### config.mk
export PLATFORM = sky130hd
export DESIGN_NAME = muldiv_seq
export DESIGN_NICKNAME = d
export VERILOG_FILES = /design/src/rtl/muldiv_pkg.sv /design/src/rtl/muldiv_step.sv /design/src/rtl/muldiv_seq.sv
export SDC_FILE = /design/constraint.sdc
export NUM_CORES = 1
export LEC_CHECK = 0
export CELL_PAD_IN_SITES_DETAIL_PLACEMENT = 0
export CELL_PAD_IN_SITES_GLOBAL_PLACEMENT = 1
export CORE_ASPECT_RATIO = 1.25
export CORE_MARGIN = 2
export CORE_UTILIZATION = 37
export CTS_BUF_LIST = sky130_fd_sc_hd__clkbuf_8
export CTS_CLUSTER_SIZE = 25
export DETAILED_ROUTE_END_ITERATION = 10
export GPL_TIMING_DRIVEN = 0
export PLACE_DENSITY = 0.77
export SLEW_MARGIN = 20
export SYNTH_ARGS = -nofsm -noshare
export SYNTH_HDL_FRONTEND = slang
export SYNTH_SLANG_ARGS = --single-unit
### constraint.sdc
create_clock -name i_clk -period 9.8 [get_ports i_clk]
set_input_delay 1.47 -clock i_clk [delete_from_list [all_inputs] [get_ports i_clk]]
set_output_delay 1.47 -clock i_clk [all_outputs]
set_load 0.01 [all_outputs]
### src/rtl/muldiv_pkg.sv
// muldiv_pkg: shared definitions for the multiply/divide sequencer.
//   - md_op_e    : 3-bit op codes presented by EX
//   - md_state_e : sequencer FSM states
//   - ITER/CNT_W : iteration count and matching counter width
//   - STEP_MUL/STEP_DIV : iteration mode select for muldiv_step
package muldiv_pkg;

  localparam int ITER  = 32;
  localparam int CNT_W = $clog2(ITER);

  localparam logic STEP_MUL = 1'b0;
  localparam logic STEP_DIV = 1'b1;

  typedef enum logic [2:0] {
    MD_MULT  = 3'd0,
    MD_MULTU = 3'd1,
    MD_DIV   = 3'd2,
    MD_DIVU  = 3'd3,
    MD_MTHI  = 3'd4,
    MD_MTLO  = 3'd5
  } md_op_e;

  typedef enum logic [1:0] {
    S_IDLE = 2'd0,
    S_RUN  = 2'd1,
    S_FIX  = 2'd2
  } md_state_e;

  // MULT/MULTU/DIV/DIVU occupy codes 0..3; everything above is a move or unused.
  function automatic logic is_arith(input logic [2:0] op);
    return (op <= 3'd3);
  endfunction

  function automatic logic is_div_op(input logic [2:0] op);
    return (op == MD_DIV) || (op == MD_DIVU);
  endfunction

  function automatic logic is_signed_op(input logic [2:0] op);
    return (op == MD_MULT) || (op == MD_DIV);
  endfunction

endpackage

### src/rtl/muldiv_step.sv
// muldiv_step: one combinational iteration of the multiply/divide loop.
//   mode     in  1   STEP_MUL (shift-add) or STEP_DIV (restoring divide)
//   acc      in  64  working accumulator
//                    mul: {partial product upper, multiplier / product lower}
//                    div: {partial remainder, dividend / quotient bits}
//   operand  in  32  multiplicand (mul) or divisor (div), unsigned magnitude
//   acc_next out 64  accumulator after this iteration
module muldiv_step
  import muldiv_pkg::*;
(
  input  logic        mode,
  input  logic [63:0] acc,
  input  logic [31:0] operand,
  output logic [63:0] acc_next
);

  logic [32:0] sum;
  logic [32:0] shifted;
  logic [32:0] trial;

  always_comb begin
    // Multiply: conditional add into the upper half, carry kept as bit 32.
    sum     = {1'b0, acc[63:32]} + (acc[0] ? {1'b0, operand} : 33'd0);
    // Divide: bring the next dividend bit into the remainder and try a subtract.
    shifted = {acc[63:32], acc[31]};
    trial   = shifted - {1'b0, operand};

    if (mode == STEP_DIV) begin
      // The remainder stays below the divisor, so 32 bits hold it after either branch.
      if (!trial[32]) acc_next = {trial[31:0], acc[30:0], 1'b1};
      else            acc_next = {shifted[31:0], acc[30:0], 1'b0};
    end else begin
      acc_next = {sum, acc[31:1]};
    end
  end

endmodule

### src/rtl/muldiv_seq.sv
// muldiv_seq: multi-cycle MIPS-I multiply/divide sequencer with HI/LO.
//   i_clk      in  1   clock, rising edge
//   i_rst      in  1   asynchronous active-high reset
//   i_start    in  1   EX presents a muldiv op this cycle
//   i_op       in  3   md_op_e op code
//   i_src1     in  32  rs (multiplicand / dividend / MTHI-MTLO data)
//   i_src2     in  32  rt (multiplier / divisor)
//   i_hilo_rd  in  1   EX holds MFHI/MFLO this cycle
//   o_busy     out 1   RUN or FIX
//   o_stall    out 1   freeze IF/ID/EX (combinational)
//   o_done     out 1   one-cycle pulse after a MULT/DIV HI/LO write
//   o_hi       out 32  HI register
//   o_lo       out 32  LO register
//
// state  | meaning
// S_IDLE | waiting; MTHI/MTLO write here, arithmetic ops are latched
// S_RUN  | ITER iterations of muldiv_step, count ITER-1 down to 0
// S_FIX  | sign correction, special cases, HI/LO write
module muldiv_seq
  import muldiv_pkg::*;
(
  input  logic        i_clk,
  input  logic        i_rst,
  input  logic        i_start,
  input  logic [2:0]  i_op,
  input  logic [31:0] i_src1,
  input  logic [31:0] i_src2,
  input  logic        i_hilo_rd,
  output logic        o_busy,
  output logic        o_stall,
  output logic        o_done,
  output logic [31:0] o_hi,
  output logic [31:0] o_lo
);

  md_state_e        state, state_next;
  logic [CNT_W-1:0] count;
  logic [63:0]      acc;
  logic [63:0]      acc_next;
  logic [31:0]      operand;
  logic [31:0]      src1_raw;
  logic             div_mode;
  logic             neg_a;
  logic             neg_b;
  logic             div_zero;
  logic             div_ovf;
  logic [31:0]      hi, lo;
  logic             done;

  logic             accept;
  logic             sgn_a, sgn_b;
  logic [31:0]      mag_a, mag_b;
  logic [63:0]      prod_fix;
  logic [31:0]      quo_fix, rem_fix;
  logic [31:0]      fix_hi, fix_lo;

  muldiv_step u_step (
    .mode     (div_mode),
    .acc      (acc),
    .operand  (operand),
    .acc_next (acc_next)
  );

  assign accept = (state == S_IDLE) && i_start && is_arith(i_op);

  // Signed ops work on magnitudes; 32'h8000_0000 negates to itself, which is
  // exactly 2^31 when read as unsigned.
  always_comb begin
    sgn_a = is_signed_op(i_op) & i_src1[31];
    sgn_b = is_signed_op(i_op) & i_src2[31];
    mag_a = sgn_a ? (32'd0 - i_src1) : i_src1;
    mag_b = sgn_b ? (32'd0 - i_src2) : i_src2;
  end

  // State register
  always_ff @(posedge i_clk or posedge i_rst) begin
    if (i_rst) state <= S_IDLE;
    else       state <= state_next;
  end

  // Next-state logic
  always_comb begin
    state_next = state;
    case (state)
      S_IDLE:  if (accept) state_next = S_RUN;
      S_RUN:   if (count == '0) state_next = S_FIX;
      S_FIX:   state_next = S_IDLE;
      default: state_next = S_IDLE;
    endcase
  end

  // FSM outputs
  always_comb begin
    o_busy = (state == S_RUN) || (state == S_FIX);
  end

  assign o_stall = o_busy & (i_start | i_hilo_rd);

  // Operand latch, counter and iteration datapath
  always_ff @(posedge i_clk or posedge i_rst) begin
    if (i_rst) begin
      count    <= '0;
      acc      <= '0;
      operand  <= '0;
      src1_raw <= '0;
      div_mode <= STEP_MUL;
      neg_a    <= 1'b0;
      neg_b    <= 1'b0;
      div_zero <= 1'b0;
      div_ovf  <= 1'b0;
    end else begin
      case (state)
        S_IDLE: begin
          if (accept) begin
            count    <= CNT_W'(ITER - 1);
            src1_raw <= i_src1;
            neg_a    <= sgn_a;
            neg_b    <= sgn_b;
            div_zero <= is_div_op(i_op) && (i_src2 == 32'd0);
            div_ovf  <= (i_op == MD_DIV) && (i_src1 == 32'h8000_0000) &&
                        (i_src2 == 32'hFFFF_FFFF);
            if (is_div_op(i_op)) begin
              // Dividend sits in the low half and shifts into the remainder.
              div_mode <= STEP_DIV;
              acc      <= {32'd0, mag_a};
              operand  <= mag_b;
            end else begin
              // Multiplier in the low half; multiplicand is added to the upper.
              div_mode <= STEP_MUL;
              acc      <= {32'd0, mag_b};
              operand  <= mag_a;
            end
          end
        end
        S_RUN: begin
          acc <= acc_next;
          if (count != '0) count <= count - 1'b1;
        end
        default: ;
      endcase
    end
  end

  // Sign correction and special results for the FIX write
  always_comb begin
    prod_fix = (neg_a ^ neg_b) ? (64'd0 - acc) : acc;
    quo_fix  = (neg_a ^ neg_b) ? (32'd0 - acc[31:0]) : acc[31:0];
    rem_fix  = neg_a ? (32'd0 - acc[63:32]) : acc[63:32];
    fix_hi   = prod_fix[63:32];
    fix_lo   = prod_fix[31:0];
    if (div_mode == STEP_DIV) begin
      if (div_zero) begin
        fix_hi = src1_raw;
        fix_lo = 32'hFFFF_FFFF;
      end else if (div_ovf) begin
        fix_hi = 32'd0;
        fix_lo = 32'h8000_0000;
      end else begin
        fix_hi = rem_fix;
        fix_lo = quo_fix;
      end
    end
  end

  // HI/LO and completion pulse
  always_ff @(posedge i_clk or posedge i_rst) begin
    if (i_rst) begin
      hi   <= '0;
      lo   <= '0;
      done <= 1'b0;
    end else begin
      done <= (state == S_FIX);
      if (state == S_FIX) begin
        hi <= fix_hi;
        lo <= fix_lo;
      end else if ((state == S_IDLE) && i_start) begin
        if (i_op == MD_MTHI) hi <= i_src1;
        if (i_op == MD_MTLO) lo <= i_src1;
      end
    end
  end

  assign o_hi   = hi;
  assign o_lo   = lo;
  assign o_done = done;

endmodule

==> flow_summary.json <==
{
  "post_cts_buffers": 0,
  "synth-edff-count": 0,
  "netlist_top_cells_count": "nand2_1 (320), a21oi_1 (209), dfrtp_1 (205), nor2_1 (184), o21ai_0 (155)",
  "async_flop_share": 1.00,
  "cp-start-kind": "input pin",
  "crit_fanout": 6,
  "post-route-min-period_ps": 4770,
  "postLayoutCoreUtil": 0.438,
  "wl_met2_um": 35900,
  "place_inst": 2938,
  "area.growth.synth_to_final_pct": 17.1,
  "ys_warn_count": 0,
  "dpl.hpwl_um": 60200,
  "fp.coreArea_mm2": 0.0460,
  "seq_area_frac_synth": 0.298,
  "gp_routability_congestion": 0.963,
  "placed_cell_area_mm2": 0.0193,
  "cts.sinks": 205,
  "die_h_um": 245,
  "synth_cell_type_count": 81,
  "cp.arrival_ps": 5220,
  "drv_slew": 0,
  "grt_pass1_wl_um": 112000,
  "synth_ff_type": "dfrtp_1",
  "pwr_density_cell_mw_per_mm2": 332,
  "wl_per_cell_um": 25.2,
  "final-setup-viol-count": 0,
  "start_util": 0.374,
  "drtIter0Drc": 1635,
  "syn_inst": 2222,
  "num_io_pins": 138,
  "synth_fp_nets": 2369,
  "cts_root_buf": "clkbuf_8",
  "grt-ovfl-total": 0,
  "place_ws_ps": 4660,
  "clk_pin_slew_worst_paths_ps": 70,
  "syn_area_mm2": 0.0172,
  "rsz0062_at_grt": "no",
  "synth_area_leaders": "dfrtp_1 (30%), nand2_1 (7.0%), xnor2_1 (6.3%)",
  "status": "finished, final reports clean",
  "yosys.area.top_type_share": 0.298,
  "cts_buffers": 39,
  "skew_ps": 38.7,
  "clockBufferDepth": 3,
  "synth_area_per_cell_um2": 7.75,
  "cap_violations": 0,
  "drt-total-wl_um": 75900,
  "fp-row-count": 88,
  "end_kind": "flip-flop",
  "tightestPinTransition_ps": 1010,
  "fp.dieW_um": 197,
  "post-synth-top-area-cell": "dfrtp_1",
  "leakage_nw": 8.13,
  "portBuffers": 129,
  "max_slew_margin": 0.318,
  "post_cts_resized": 0,
  "viasPerCell": 6.06,
  "worstSkewPairLatency_ps": 600,
  "grt_start_max_net_pins": 86,
  "fill_cells": 4708,
  "total_power_mw": 6.68,
  "stdcell_area_mm2": 0.0202,
  "worst_slack_ps": 5030,
  "final-hold-violation-count": 0,
  "ys_ff_latch": 205,
  "hold_buffers": 0,
  "tritoncts": "yes",
  "drive_gt1_frac": 0.0479,
  "finalCritPeriodShare": 0.487,
  "maxUsedRoutingLayer": "met4",
  "required_ps": 10250,
  "wl_met3_um": 4570,
  "seqCellArea_mm2": 0.00513,
  "grt_pass1_vias": 17800,
  "instances_no_fill": 3009,
  "drcViolationCount": 0,
  "detail-route-antenna-nets": 0,
  "firstDrtPassIters": 6,
  "die_area_mm2": 0.0483,
  "wl_met1_um": 30000,
  "fmax_ghz": 0.210,
  "synth.most_common_cell": "nand2_1",
  "final_nets": 2541,
  "vias": 18200,
  "antenna_found_initial": 0,
  "ir_worst_vdd_mv": 0.174,
  "path_class": "input pin to flip-flop",
  "h-tree-depth": 2,
  "hold_class": "flip-flop to flip-flop",
  "multiInputGateArea_mm2": 0.0111,
  "grt_usage": 0.310
}
==> sequential cells by signal (all words and copies together) (netlist names), 2 cells and up <==
| register | cells |
|---|---|
| count | 5 |
| o_hi | 32 |
| operand | 32 |
| o_lo | 32 |
| src1_raw | 32 |
| acc | 64 |
| state | 2 |
==> worst paths after layout <==
check,start,endpoint,slack [ps],depth (start not counted)
max,i_src1[8],acc[17],5030,9
max reg2reg,acc[0],acc[61],5040,13
min in group asynchronous,i_rst,o_lo[12],1290,2
min reg2reg,src1_raw[27],src1_raw[27],480,2
min,src1_raw[27],src1_raw[27],480,2
max in group asynchronous,i_rst,src1_raw[28],7690,3
==> critical path, stage by stage <==
cell             delay, ps
clkdlybuf4s50_1        660
nor4_1                 660
nand4_1                220
nor4_1                 810
a21oi_1                170
xnor2_1                650
a211oi_1               180
a211oi_1               320
a21oi_1                 70
==> where the power goes <==
part / switching, mW / total (mW) / internal (mW)
clock network: 0.419 / 0.933 / 0.514
registers: 0.378 / 1.60 / 1.22
logic: 2.53 / 4.15 / 1.62
==> through the flow <==
stage / TNS [ps] / hold slack, ps
detailed placement: 0 / 465
global placement: -58330 / 464
global route: 0 / 502
CTS: 0 / 480
finish: 0 / 476
floorplan: 0 / 445
==> layer usage <==
| metal | up-vias | GRT usage |
|---|---|---|
| met5 | - | 0 |
| met4 | 0 | 0.199 |
| met3 | 203 | 0.0342 |
| met2 | 744 | 0.516 |
| met1 | 8922 | 0.383 |
| li1 | 8367 | - |
==> kinds of logic after synthesis <==
| logic type | synth area share |
|---|---|
| compound gates | 0.261 |
| buf+inv | 0.0562 |
| flops | 0.298 |
| xor+xnor | 0.100 |
| fa+ha+maj | 0.0561 |
| simple gates | 0.198 |
| mux | 0.0310 |
==> final cells by class <==
class,instances,share of cell area
Multi-Input combinational cell,1771,0.552
Sequential cell,205,0.255
Timing Repair Buffer,131,0.0668
Tap cell,585,0.0363
Clock buffer,50,0.0341
Buffer,165,0.0330
Inverter,81,0.0155
Clock inverter,20,0.00776
Antenna cell,1,0.000124
==> cell usage in the layout, fill, tap and decap left out, types with 9 or more instances in the layout <==
cell type          n
a211oi_1          60
buf_1              9
dfrtp_1          205
o21ai_0          155
o221ai_1          27
or3_1             15
o31ai_1           25
a22oi_1           38
a21o_1            15
xor2_1            74
ha_1              74
xnor2_1          123
nand4_1           20
mux2_2            18
o41ai_1           14
nor4_1            15
and2_1             9
nand2_1          320
nor3_1            43
nand2b_1          18
a31oi_1           50
nor2b_1           31
clkdlybuf4s50_1  129
a222oi_1          18
buf_2              9
nor2_1           184
o211ai_1          17
inv_1             90
mux2i_1           33
clkbuf_1         141
clkbuf_8          50
a21oi_1          208
nand3_1           37
o21a_1             9
Note: power is estimated with default switching activity, not from simulation.
